<file path="config.mk">
export PLATFORM = sky130hd
export DESIGN_NAME = srl_fifo
export DESIGN_NICKNAME = d
export VERILOG_FILES = /design/src/rtl/srl_fifo.sv
export SDC_FILE = /design/constraint.sdc
export NUM_CORES = 1
export LEC_CHECK = 0
export CAP_MARGIN = 5
export CORE_UTILIZATION = 40
export DETAILED_ROUTE_END_ITERATION = 7
export PLACE_DENSITY = 0.56
export SLEW_MARGIN = 20
export SYNTH_ARGS = -nofsm -noshare
export SYNTH_HDL_FRONTEND = slang
export SYNTH_SLANG_ARGS = --single-unit
export TNS_END_PERCENT = 100
</file>
<file path="constraint.sdc">
create_clock -name clk -period 37.4 [get_ports clk]
set_input_delay 7.48 -clock clk [delete_from_list [all_inputs] [get_ports clk]]
set_output_delay 7.48 -clock clk [all_outputs]
set_load 0.02 [all_outputs]
</file>
<file path="src/rtl/srl_fifo.sv">
// Shallow FIFO on a shift-register array; the read tap follows the occupancy count.
// Optional SRL_FIFO_LEVEL_EN adds the level and registered almost_full outputs.
module srl_fifo #(
    parameter int SRL_WIDTH = 18,
    parameter int SRL_DEPTH = 32,
    parameter int AF_LEVEL  = 28
) (
    input  logic                             clk,
    input  logic                             rst,
    input  logic                             s_valid,
    output logic                             s_ready,
    input  logic [SRL_WIDTH-1:0]             s_data,
    output logic                             m_valid,
    input  logic                             m_ready,
    output logic [SRL_WIDTH-1:0]             m_data
`ifdef SRL_FIFO_LEVEL_EN
    ,
    output logic [$clog2(SRL_DEPTH+1)-1:0]   level,
    output logic                             almost_full
`endif
);

    localparam int CW = $clog2(SRL_DEPTH + 1);
    localparam int IW = $clog2(SRL_DEPTH);
    localparam logic [CW-1:0] FULL_CNT = CW'(SRL_DEPTH);

    if (SRL_DEPTH < 2 || AF_LEVEL < 1 || AF_LEVEL > SRL_DEPTH) begin : g_bad_param
        $error("srl_fifo: illegal SRL_DEPTH/AF_LEVEL");
    end

    logic [SRL_WIDTH-1:0] mem [SRL_DEPTH];
    logic [CW-1:0]        count;
    logic [CW-1:0]        count_nxt;
    logic [IW-1:0]        rd_idx;
    logic                 push;
    logic                 pop;

    assign s_ready = !rst && (count != FULL_CNT);
    assign m_valid = (count != '0);
    assign push    = s_valid && s_ready;
    assign pop     = m_valid && m_ready;

    always_comb begin
        count_nxt = count;
        if (push && !pop)
            count_nxt = count + 1'b1;
        else if (pop && !push)
            count_nxt = count - 1'b1;
    end

    always_ff @(posedge clk) begin
        if (rst)
            count <= '0;
        else
            count <= count_nxt;
    end

    // Storage carries no reset so it can map onto SRL primitives.
    always_ff @(posedge clk) begin
        if (push) begin
            mem[0] <= s_data;
            for (int i = 1; i < SRL_DEPTH; i++)
                mem[i] <= mem[i-1];
        end
    end

    // Oldest word sits at count-1; the value at count==0 is don't-care.
    assign rd_idx = IW'(count - 1'b1);

    always_comb begin
        m_data = mem[rd_idx];
    end

`ifdef SRL_FIFO_LEVEL_EN
    assign level = count;

    always_ff @(posedge clk) begin
        if (rst)
            almost_full <= 1'b0;
        else
            almost_full <= (count_nxt >= CW'(AF_LEVEL));
    end
`endif

endmodule

</file>
After elaboration in Yosys (flattened, before gate mapping)
Memories as Yosys holds them, arrays and structs flattened.
Index checks and enable logic that the tools add are counted.
{ "word_totals": {"ramBits": 576, "output_inout_bits": 20, "n_memories": 1, "ff_bits": 6, "elab_cells": 19} }
{ "op_classes": {"eq_ne": 1, "n_addsub": 2, "reduce_logical": 10, "n_mux": 4} }
{ "mem_list": {"columns": ["memory", "words", "word_bits", "rd", "rd_ports_with_merged_regs", "write_ports", "line_no", "rtl"], "rows": [
  ["mem", 32, 18, 32, 0, 32, "31", "logic [SRL_WIDTH-1:0] mem [SRL_DEPTH];"]
]} }
{ "ops": {"columns": ["cell", "n"], "rows": [
  ["6-bit 2-to-1 mux", 2],
  ["6-bit by 1-bit adder with 6-bit output (second input constant)", 1],
  ["6-bit inequality test (second input constant)", 1],
  ["6-bit nonzero test", 1],
  ["6-bit by 1-bit subtractor with 6-bit output (second input constant)", 1],
  ["1-bit logical AND", 5],
  ["1-bit zero test", 3],
  ["1-bit 2-to-1 mux", 2],
  ["2-bit nonzero test", 1]
]} }

Longest topological paths before layout
Gate-level depths: netlist of run 1.
{ "depth": {"word_depth": 7, "depth_mapped": 14} }

Worst setup path before layout of run 1
OpenSTA, ideal clock, no wires.
{ "synth_timing": {"path_kind": "input port to flip-flop", "from": "input port rst", "to": "register count[5]", "t_arrival_ps": 23548, "t_required_ps": 37330, "cell_stages": 6, "n_path_buf": 1, "setup_time_ps": 70, "slack_ps": 13782, "cell_sequence": "a31oi_1 and2_1 ha_1 clkbuf_1 or4_1 a21oi_1"} }
{ "synth_via": {"elab_chain_cells": 6, "elab_cells_between_ends": 8, "cone_classes": "1 x mux; 7 x reduce/logical"} }
{ "synth_rtl": {"columns": ["element", "line_no", "rtl"], "rows": [
  ["from (decl)", "9", "input logic rst,"],
  ["1-bit zero test *", "38", "assign s_ready = !rst && (count != FULL_CNT);"],
  ["1-bit logical AND *", "38", null],
  ["1-bit logical AND *", "40", "assign push = s_valid && s_ready;"],
  ["via push", "35", "logic push;"],
  ["1-bit zero test", "47", "else if (pop && !push)"],
  ["1-bit logical AND", "47", null],
  ["2-bit nonzero test (no source line)", null, null],
  ["to (signal assigned)", "55", "count <= count_nxt;"],
  ["to (decl)", "32", "logic [CW-1:0] count;"]
]} }
The timed path passes the listed nets; every way through them passes the cells marked *.
A chain may end at the register's enable or synchronous reset.

Final worst setup path of run 1
{ "layout_timing": {"from": "input port rst", "to": "output port s_ready"} }
{ "layout_via": {"elab_chain_cells": 2} }
{ "layout_rtl": {"columns": ["element", "line_no", "rtl"], "rows": [
  ["1-bit zero test", "38", null],
  ["1-bit logical AND", "38", null],
  ["to (decl)", "11", "output logic s_ready,"]
]} }
Every way passes these cells.

==> results.md, run 1 <==
* Outcome: completed
* GRT overflow at 0
* Met2 WL at 17300 um
* Final setup margin at roughly 21 ns
* Top cells by area, synth: edfxtp_1, mux4_2, mux2_2
* CTS buffer count at 61
* Initial Utilization at 0.408
* First-pass GRT wire length at 61400 um
* Placer congestion estimate at 0.702
* Critical path's slowest cell: clkdlybuf4s50_1
* FF-to-FF setup slack at 33.18 ns
* CTS tree: built
* ANT nets after route at 0
* Final nets at 1072
* Top delay family on crit path: buffers and inverters
* Fmax at 61.1 MHz
* Diodes inserted at 0
* Relative slew slack at 0.274
* Yosys cell types at 43
* Initial antenna violation count at 0
* Critical Path End Type: output pin
* Routed WL per cell at 20.8 um
* Cell leakage power at 0.00809 uW
* # IOs at 42
* Most frequent cells in the layout: edfxtp_1, mux4_2, clkbuf_16
* First drt pass iteration count at 4
* Core Area at 55500 um^2
* Mapped Cells at 983
* Fin. Hold Viols at 0
* Cell mode on critical path: clkdlybuf4s50_1
* Layout cells sized above 1 at 0.279
* Worst-path fanout max at 7
* Remaining DRCs at 0
* Power Total at 2220 uW
* R2r endpoint: mem[1][11]
* Commonest non-fill, non-tap cell in the layout: edfxtp_1
* Period minus WS final at 16.38 ns
* CP Cell Sequence: clkdlybuf4s50_1 > a31oi_1 > clkdlybuf4s50_1
* Die height at 240 um
* Crit path depth at 3
* M1 WL at 18500 um
* Yosys top cell by area: edfxtp_1
* H-tree depth at 2
* Setup TNS at 0 ns
* Place WS at 21.02 ns
* Number of gates resized after CTS at 0
* VDD IR-drop max at between 0.05 and 0.06 mV
* Die Footprint at 57600 um^2
* P per Cell Area at roughly 86 nW/um^2
* Maxcap violations at 0
* Core Rows at between 80 and 90
* CTS sink count at 582
* Worst Reg-to-Reg Cells at 8
* Register area share after synthesis at 0.769
* Mean Syn Cell Area at 23.0 um^2
* Vias/cell at between 5 and 6
* Critical path buffers and inverters at 2
* Period utilization at 0.438
* Critical setup path kind: input pin to output pin
* Setup crit start: rst
* Post-CTS Setup Bufs at 0
* Layout area overhead at 14.3%
* Initial DRC count at ~900
* Synthesis-stage register bit count at a little under 600
* Post-synth top area share at 0.764
* Top Layer Used: met4
* Wirelength, routed at 38300 um
* Die width at 240 um
* Clock skew at ~0.015 ns
* RR Startpoint: count[0]
* Warnings from Yosys at 0
* Worst-margin pin slew at 1.09 ns
* Clk_lat worst skew at 0.62 ns
* Filler cells at between 4000 and 5000
* Crit path to: s_ready
* Worst Path Required at 29.92 ns
* Worst path max stage delay at 0.64 ns
* Clock transition at the registers of the reported paths at 0.06 ns
* Worst hold start: mem[25][16]
* DP HPWL at 20300 um
* Met3 WL post-DR at 1400 um
* Vias post-DR at 9789
* HP Class: register to register
* Root buf cell: clkbuf_16
* Vias in the first global route at 10200
* Pins Over Slew Limit at 0
* Main synth FF type: edfxtp_1
* EDFF count, synth at 576
* Largest net degree at the start of global routing at ~220
* CP arrival at 8.90 ns
* RSZ-0062 raised after global routing: false
* Setup violators final at 0
* Asr flop ratio synth at 0
* Total GRT Usage at 0.138
* I/O Buffers at 41
* Synthesized cell area at 22700 um^2
* Crit path launch type: input pin
* Syn Nets at 1008
* Clock buffer depth at 3
* Hold path depth at 0
* Post-CTS Hold Fix Bufs at 0
==> synth_stat cells, types with 2 or more instances <==
library cell / instances
nand2_1: 3
dfxtp_1: 6
a221oi_1: 18
nor2b_1: 22
edfxtp_1: 576
buf_2: 25
or3_1: 4
xnor2_1: 3
ha_1: 3
inv_1: 2
nand4_1: 2
a2111oi_2: 12
buf_4: 6
xor2_1: 2
a2111oi_1: 5
or4_1: 2
mux4_2: 144
clkbuf_1: 18
mux2_2: 36
buf_6: 6
a21oi_1: 41
mux2i_1: 19
nor2_1: 7
nor3_1: 2
==> logic make-up after synthesis <==
group,share of synthesized area
xor gates and xnor gates,0.00265
and+or+nand+nor,0.0126
DFF,0.769
muxes,0.169
adders and majority gates,0.00166
AOI/OAI and AO/OA,0.0308
buffers and inverters,0.0140
==> flip-flops by register name (all words and copies together), names as in the netlist <==
signal	cells
mem	576
count	6
==> worst min-delay path by stage <==
stage                              to
after floorplan            mem[10][0]
after detailed placement   mem[14][2]
after global placement    mem[11][10]
after CTS                 mem[26][16]
final                     mem[26][16]
after global routing      mem[26][16]
==> layer usage <==
metal | GRT usage | up-vias
li1 | - | 4355
met1 | 0.209 | 5190
met2 | 0.201 | 174
met3 | 0.0206 | 70
met4 | 0.0567 | 0
met5 | 0 | -
==> where the power goes <==
group,switching (uW),internal (uW)
Combinational,439,379
Sequential,29.6,780
Clock,245,344
==> area by class of cell <==
cell class                      instances  area, um^2  area share
Sequential cell                       582       17400       0.673
Multi-Input combinational cell        343        4950       0.191
Clock buffer                           76        1600      0.0620
Tap cell                              748         936      0.0362
Timing Repair Buffer                   57         616      0.0238
Clock inverter                         38         355      0.0137
Inverter                                2        7.51    0.000290
==> stage by stage <==
stage               instance area (um^2)  instances  hold slack (ns)   util
floorplan                          22700        983            0.421      -
detailed placement                 23800       1729            0.427  0.429
global route                       25900       1846            0.444  0.466
finish                             25900       1846            0.431  0.466
CTS                                25800       1843            0.436  0.465
global placement                   23800       1729            0.424  0.429
(Power assumes the default switching activity.)
==> run 2: changes to the inputs <==
==> constraint.sdc (replaced) <==
create_clock -name clk -period 15.9 [get_ports clk]
set_input_delay 3.18 -clock clk [delete_from_list [all_inputs] [get_ports clk]]
set_output_delay 3.18 -clock clk [all_outputs]
set_load 0.02 [all_outputs]
==> run 2 against run 1 <==
First-iteration DRC count shrank 8.5%. Non-clock buffer count unchanged. Critical path type is now register to output pin. Routed wire length down 0.25%. Final cell count is 0.22% lower. Sequential power increased by 130%. Largest power group unchanged. Global-route usage is 0.12 points lower.
==> results.md, run 2 (synthesis results as in run 1) <==
* # IOs at 42 (unchanged)
* Worst-path fanout max at 56 (+49)
* Worst-margin pin slew at 1.10 ns (+0.00606 ns)
* HP Class: register to register
* Diodes inserted at 0 (unchanged)
* P per Cell Area at 199 nW/um^2 (+130%)
* DP HPWL at 20800 um (+2.1%)
* Fin. Hold Viols at 0 (unchanged)
* CP arrival at 5.65 ns (-3.25 ns)
* Number of gates resized after CTS at 0 (unchanged)
* Wirelength, routed at 38200 um (-0.25%)
* Vias post-DR at 9682 (-1.1%)
* CTS tree: built
* Critical Path End Type: output pin
* Clock skew at 0.0218 ns (+0.00729 ns)
* Critical path's slowest cell: buf_4
* Period utilization at 0.555
* Layout cells sized above 1 at 0.272 (-0.00629)
* Crit path launch type: register
* Post-CTS Setup Bufs at 0 (unchanged)
* Clk_lat worst skew at 0.62 ns (about the same)
* Die height at 240 um (unchanged)
* Post-CTS Hold Fix Bufs at 0 (unchanged)
* Final core occ at 0.462 (-0.00408)
* Largest registers: mem (576), count (6)
* ANT nets after route at 0 (unchanged)
* Filler cells at 4689 (+1.6%)
* Initial Utilization at 0.408 (unchanged)
* Vias in the first global route at 9999 (-2.1%)
* CTS sink count at 582 (unchanged)
* GRT overflow at 0 (unchanged)
* Maxcap violations at 0 (unchanged)
* First-pass GRT wire length at 61000 um (-0.75%)
* Critical path buffers and inverters at 4 (+2)
* Total GRT Usage at 0.137 (-0.00117)
* RSZ-0062 raised after global routing: false
* Clock transition at the registers of the reported paths at 0.06 ns (about the same)
* Commonest non-fill, non-tap cell in the layout: edfxtp_1
* Remaining DRCs at 0 (unchanged)
* Clock buffer depth at 3 (unchanged)
* CP Cell Sequence: inv_1 > ha_4 > buf_4 > buf_4 > mux4_2 > nor2b_1 > a221oi_1 > a2111oi_1 > clkdlybuf4s50_1
* Placer congestion estimate at 0.738 (+5.2%)
* Initial DRC count at 827 (-8.5%)
* Pins Over Slew Limit at 0 (unchanged)
* Max FFs per register at 576 (unchanged)
* Routed WL per cell at 20.7 um (about the same)
* Core Rows at 86 (unchanged)
* Register with the most flip-flops: mem
* Layout area overhead at 13.3%
* Initial antenna violation count at 0 (unchanged)
* Cell mode on critical path: buf_4
* Period minus WS final at 8.83 ns
* Setup violators final at 0 (unchanged)
* First drt pass iteration count at 5 (+1)
* Die Footprint at 57600 um^2 (unchanged)
* VDD IR-drop max at 0.149 mV (+160%)
* Largest net degree at the start of global routing at 189 (-16%)
* Setup TNS at 0 ns (unchanged)
* Cell leakage power at 0.00798 uW (-1.3%)
* Relative slew slack at 0.270 (-0.00404)
* H-tree depth at 2 (unchanged)
* Worst path max stage delay at 0.77 ns (+0.13 ns)
* Root buf cell: clkbuf_16
* Critical setup path kind: register to output pin
* Fmax at ~110 MHz
* Top delay family on crit path: buffers and inverters
* Most frequent cells in the layout: edfxtp_1, mux4_2, clkbuf_16
* I/O Buffers at 41 (unchanged)
* Final nets at 1070 (-0.19%)
* Worst Path Required at 12.72 ns (-17.20 ns)
* Core Area at 55500 um^2 (unchanged)
* CTS buffer count at 59 (-3.3%)
* Die width at 240 um (unchanged)
* Outcome: completed
* Vias/cell at 5.26 (-0.88%)
## run 2: worst paths after layout
path	end	depth (start not counted)	start	slack [ns]
min reg2reg	mem[3][6]	0	mem[2][6]	0.44
max	m_data[4]	9	count[0]	7.07
max reg2reg	mem[31][9]	8	count[0]	11.00
min	mem[3][6]	0	mem[2][6]	0.44
## run 2: routing by layer
metal  track usage  vias up  wire, um
met5             0        -         0
met4        0.0378        0       632
met3        0.0296       48      1700
met2         0.189      175     16700
met1         0.217     5104     19200
li1              -     4355         -
## run 2: worst register-to-register path, delay by kind of cell, from the launching register on
kind / cells / cell delay (ns)
AND/OR/NAND/NOR: 2 / 0.73
adder cells (fa/ha/maj): 1 / 0.22
buffers and inverters: 4 / 2.43
AO/OA/AOI/OAI: 1 / 0.27
flip-flops: 1 / 0.57
## run 2: area by class of cell
class                           count  area [um^2]  area share
Multi-Input combinational cell    343         4950       0.193
Clock inverter                     38          262      0.0102
Clock buffer                       72         1530      0.0594
Tap cell                          748          936      0.0365
Inverter                            2         7.51    0.000293
Timing Repair Buffer               57          563      0.0219
Sequential cell                   582        17400       0.679
## run 2: per-stage QoR
step	total power (uW)	cell area [um^2]	std cells	worst slack [ns]	hold slack, ns
4_1_cts	5200	25700	1842	6.84	0.434
5_1_grt	5360	25700	1842	6.74	0.444
3_5_place_dp	3890	23900	1732	7.51	0.428
2_1_floorplan	3280	22700	983	3.43	0.421
6_report	5100	25700	1842	7.07	0.438
3_3_place_gp	3880	23900	1732	7.48	0.423
## run 2: power breakdown
group          total [uW]  internal [uW]  switching, uW  leakage [uW]
Clock                1280            714            570      0.000873
Sequential           1900           1840           67.7       0.00545
Combinational        1910            889           1030       0.00167
==> run 3: changes to the inputs <==
--- a/config.mk
+++ b/config.mk
@@ -8,7 +8,7 @@
 export CAP_MARGIN = 5
 export CORE_UTILIZATION = 40
 export DETAILED_ROUTE_END_ITERATION = 7
-export PLACE_DENSITY = 0.56
+export PLACE_DENSITY = 0.58
 export SLEW_MARGIN = 20
 export SYNTH_ARGS = -nofsm -noshare
 export SYNTH_HDL_FRONTEND = slang
==> constraint.sdc (replaced) <==
create_clock -name clk -period 7.2 [get_ports clk]
set_input_delay 1.44 -clock clk [delete_from_list [all_inputs] [get_ports clk]]
set_output_delay 1.44 -clock clk [all_outputs]
set_load 0.02 [all_outputs]
==> run 3 against run 2 <==
Highest routed layer unchanged. Flip-flop and latch count did not move. Clock skew fell by 0.0016 ns. Sequential share of layout area fell by 0.35 points. Largest power group unchanged. First-iteration DRC count fell by 4.6%.
==> results.md, run 3 (synthesis results as in run 1) <==
* Post-CTS Setup Bufs at 0 (unchanged)
* Clock transition at the registers of the reported paths at 0.07 ns (about the same)
* Core Area at 55500 um^2 (unchanged)
* Setup TNS at 0 ns (unchanged)
* DP HPWL at 21800 um (+5.0%)
* Commonest non-fill, non-tap cell in the layout: edfxtp_1
* Worst Path Required at 5.76 ns (-6.96 ns)
* WHS Endpoint: mem[18][16]
* CP Cell Sequence: inv_1 > ha_4 > buf_12 > mux4_2 > nor2b_1 > a221oi_1 > a2111oi_1 > clkdlybuf4s50_1
* Fin. Hold Viols at 0 (unchanged)
* Psw at 3670 uW (+120%)
* Relative slew slack at 0.284 (+0.0147)
* Die height at 240 um (unchanged)
* Register with the most flip-flops: mem
* Post-CTS Hold Fix Bufs at 0 (unchanged)
* Worst Reg-to-Reg Cells at 7 (-1)
* Vias post-DR at 9854 (+1.8%)
* Most frequent cells in the layout: edfxtp_1, mux4_2, clkbuf_16
* Clk_lat worst skew at 0.60 ns (-0.02 ns)
* Max FFs per register at 576 (unchanged)
* Layout cells sized above 1 at 0.280 (+0.00731)
* Die Footprint at 57600 um^2 (unchanged)
* Combinational Power Share at 0.375 (about the same)
* GRT overflow at 0 (unchanged)
* # IOs at 42 (unchanged)
* Int Pwr at 7710 uW (+120%)
* Placer congestion estimate at 0.707 (-4.3%)
* Vias in the first global route at 10300 (+3.4%)
* Period minus WS final at 5.77 ns
* Outcome: completed
* Number of gates resized after CTS at 0 (unchanged)
* Initial DRC count at 789 (-4.6%)
* Remaining DRCs at 0 (unchanged)
* RR Startpoint: count[0]
* First-pass GRT wire length at 62400 um (+2.3%)
* Worst-margin pin slew at 1.07 ns (-0.0222 ns)
* Total GRT Usage at 0.140 (+0.00303)
* Critical setup path kind: register to output pin
* Net Sw Frac at 0.323 (-0.00316)
* R2r endpoint: mem[3][9]
* CTS tree: built
* HP Class: register to register
* CTS sink count at 582 (unchanged)
* Layout area overhead at 13.9%
* Worst hold start: mem[17][16]
* Worst path max stage delay at 0.73 ns (-0.04 ns)
* Clock buffer depth at 3 (unchanged)
* Worst-path fanout max at 52 (-7.1%)
* Critical path's slowest cell: clkdlybuf4s50_1
* Largest registers: mem (576), count (6)
* Final nets at 1075 (+0.47%)
* Routed WL per cell at 21.1 um (+1.8%)
* Final core occ at 0.465 (+0.00237)
* Diodes inserted at 0 (unchanged)
* CP arrival at 4.33 ns (-1.32 ns)
* ANT nets after route at 0 (unchanged)
* Initial Utilization at 0.408 (unchanged)
* Maxcap violations at 0 (unchanged)
* First drt pass iteration count at 5 (unchanged)
* Clock power share at 0.255 (+0.003)
* Initial antenna violation count at 0 (unchanged)
* RSZ-0062 raised after global routing: false
* Clock skew at 0.0203 ns (-0.00158 ns)
* Period utilization at 0.801
* Setup violators final at 0 (unchanged)
* Critical Path End Type: output pin
* Crit path launch type: register
* Core Rows at 86 (unchanged)
* VDD IR-drop max at 0.343 mV (+130%)
* CTS buffer count at 58 (-1.7%)
* Die width at 240 um (unchanged)
* Largest net degree at the start of global routing at 231 (+22%)
* Hold path depth at 0 (unchanged)
* Part of the power in registers at 0.369 (-0.004)
* Cell leakage power at 0.00804 uW (+0.66%)
* Power Total at 11400 uW (+120%)
* P per Cell Area at 441 nW/um^2 (+120%)
* Filler cells at 4596 (-2.0%)
* Vias/cell at 5.35 (+1.8%)
* Pins Over Slew Limit at 0 (unchanged)
* Wirelength, routed at 38900 um (+1.8%)
* Root buf cell: clkbuf_16
* FF-to-FF setup slack at 3.51 ns (-7.49 ns)
* Fmax at 173 MHz
* H-tree depth at 2 (unchanged)
* I/O Buffers at 41 (unchanged)
run 3: changes by cell type in the layout (fill, tap and decap cells not counted), sizes merged:
| cell | delta |
|---|---|
| clkinvlp | +3 |
| inv | -1 |
| buf | +6 |
| clkinv | -11 |
| bufinv | +3 |
run 3: power by group through the flow:
stage,clock network (uW),registers (uW),logic [uW]
after floorplan,0,4230,2990
after detailed placement,0,4280,4360
after CTS,3000,4210,4370
after global placement,0,4260,4350
after global routing,3120,4240,4550
final,2900,4210,4270
run 3: worst max-delay path by stage:
stage | startpoint | endpoint | cells after the start
2_1_floorplan | rst | count[5] | 6
3_3_place_gp | count[0] | m_data[4] | 8
3_5_place_dp | count[0] | m_data[4] | 8
4_1_cts | count[0] | m_data[4] | 8
5_1_grt | count[0] | m_data[8] | 7
6_report | count[0] | m_data[4] | 8
run 3: layout make-up:
cell class / instances / area, um^2 / share of cell area
clock inverter: 32 / 283 / 0.0110
multi-input combinational: 343 / 4960 / 0.192
tap: 748 / 936 / 0.0363
sequential: 582 / 17400 / 0.675
clock buffer: 72 / 1530 / 0.0591
timing repair buffer: 63 / 658 / 0.0255
inverter: 2 / 7.51 / 0.000291
run 3: worst max-delay path, delay by kind of cell, from the launching register on:
| family | cells | cell delay (ns) |
|---|---|---|
| buf+inv | 3 | 1.25 |
| compound gates | 2 | 0.77 |
| fa+ha+maj | 1 | 0.70 |
| flops | 1 | 0.56 |
| mux | 1 | 0.25 |
| simple gates | 1 | 0.15 |
run 3: layer usage:
layer	wire [um]	global-route usage	vias up	part of all wire
met4	923	0.0506	0	0.024
met1	19200	0.219	5295	0.49
met5	0	0	-	0
met2	17400	0.198	156	0.45
met3	1420	0.0207	58	0.036
li1	-	-	4345	-
run 3: stage by stage:
| step | cell area [um^2] | setup slack, ns | cells | hold WS (ns) |
|---|---|---|---|---|
| after floorplan | 22700 | 0.00802 | 983 | 0.421 |
| after global placement | 24000 | 1.85 | 1737 | 0.423 |
| after detailed placement | 24000 | 1.90 | 1737 | 0.427 |
| after CTS | 25800 | 1.25 | 1841 | 0.429 |
| after global routing | 25800 | 1.18 | 1842 | 0.445 |
| final | 25800 | 1.43 | 1842 | 0.429 |
==> edit: new RTL, config.mk and constraints of run 2 <==
The option `SRL_FIFO_LEVEL_EN` is turned on by a define.
--- a/src/rtl/srl_fifo.sv
+++ b/src/rtl/srl_fifo.sv
@@ -1,4 +1,6 @@
 // Shallow FIFO on a shift-register array; the read tap follows the occupancy count.
 // Optional SRL_FIFO_LEVEL_EN adds the level and registered almost_full outputs.
+`define SRL_FIFO_LEVEL_EN
+
 module srl_fifo #(
     parameter int SRL_WIDTH = 18,
New outputs: almost_full and level. Check against the original RTL: not settled (the Yosys comparison gave no result); the edit may change what the design does.
==> edit against run 2 <==
Setup slack gained 0.40 ns; global-route usage grew 0.054 points; total power increased by 4.0%; via count is 3.6% lower; synthesized cell count down 9.0%; sequential share of layout area increased by 0.25 points; design area down 0.25%; largest cell class unchanged; wire length decreased by 2.4%; sequential cell count is 1 higher; area after synthesis decreased by 0.95%.
==> edit: results (changes against run 2) <==
setup_path:
  critical-path-max-stage-delay_ns: 0.92  # +0.15 ns
  crit_family: "buffers and inverters"
  cp_data_arrival_time_ns: 5.25  # -0.40 ns
  cpMaxStageDelayCell: "ha_4"
  cp_max_fo: 57  # +1.8%
  rr_worst_depth: 8  # unchanged
yosys:
  synth_compound_area_share_pct: 0.569  # -2.5 points
  async_flop_share_pct: 0  # unchanged
  synth_area_leaders: "edfxtp_1 (77%), mux4_2 (17%), mux2_2 (0.95%)"
  synth_xor_area_share_pct: 0.156  # -0.11 points
  seq_area_frac_synth_pct: 77.7  # +0.83 points
  synth_nets: 920  # -8.7%
  ys_warn_count: 0  # unchanged
  synthMuxAreaShare_pct: 19.3  # +2.4 points
  synth_adder_area_share_pct: 0.167  # +0.0016 points
  synth_cells: 895  # -9.0%
  synthTopCellsByCount: "edfxtp_1 (576), mux4_2 (174), clkbuf_1 (23)"
layout:
  fillers: 4609  # -1.7%
  drive_gt1_share_pct: 28.9  # +1.6 points
  final_cells: 1770  # -3.9%
  nets: 997  # -6.8%
  antenna_cells: 0  # unchanged
global_route:
  grt_pass1_vias: 9909  # -0.90%
  grt_util_met3_pct: 2.40  # -0.56 points
  antenna_found_initial: 0  # unchanged
  grt_start_max_net_pins: 205  # +8.5%
  grtUsageMet1_pct: 20.9  # -0.76 points
  grt_pass1_wl_mm: 60.0  # -1.5%
  grt_use_met2_pct: 20.0  # +1.0 points
  grt_util_all_layers_pct: 13.8  # +0.054 points
place:
  io_buffers: 48  # +17%
  place_area_um2: 23800  # -0.35%
  dpl.hpwl_mm: 20.5  # -1.3%
  place_inst: 1659  # -4.2%
  gp_congestion: 0.690  # -6.5%
power:
  internal-power_w: 0.00363  # +5.4%
  pg_comb_w: 0.00207  # +8%
  irDropWorstVdd_uv: 212  # +43%
  seq_power_share_pct: 36.4  # -0.9 points
  finalPower_w: 0.00531  # +4.0%
  p_leak_nw: 7.94  # -0.53%
route:
  wl_per_cell_um: 21.1  # +1.6%
  met1_length_mm: 17.9  # -6.5%
  wl_met3_mm: 1.53  # -10%
  dr.first_iter.drc_count: 818  # -1.1%
  route.met2.wl_mm: 17.0  # +1.5%
  routed_via_density: 5.27  # +0.35%
clocking:
  post_cts_buffers: 0  # unchanged
  clk_pin_slew_worst_paths_ns: 0.06  # about the same
run_status:
  status: "finished clean"
timing:
  fin_skew_ns: 0.0229  # +0.00107 ns
  slew-limit-headroom_pct: 21.5  # -5.5 points
==> edit: layout make-up <==
| type | count | area share (%) |
|---|---|---|
| clock buffers | 75 | 6.00 |
| clock inverters | 36 | 1.08 |
| inverters | 6 | 0.0880 |
| multi-input cells | 261 | 18.7 |
| flip-flops and latches | 583 | 68.1 |
| well taps | 748 | 3.66 |
| repair buffers | 61 | 2.36 |
==> edit: worst paths after layout <==
| path | from | endpoint | slack, ns |
|---|---|---|---|
| max | level[0] | m_data[7] | 7.47 |
| min | mem[28][15] | mem[29][15] | 0.43 |
| max reg2reg | level[0] | mem[31][11] | 10.74 |
| min reg2reg | mem[28][15] | mem[29][15] | 0.43 |
==> edit: metrics by stage <==
step | util (%) | setup WS [ns]
final | 46.3 | 7.47
after global routing | 46.3 | 7.14
after CTS | 46.3 | 7.30
after detailed placement | 43.0 | 7.98
after global placement | 43.0 | 7.96
after floorplan | - | 2.44
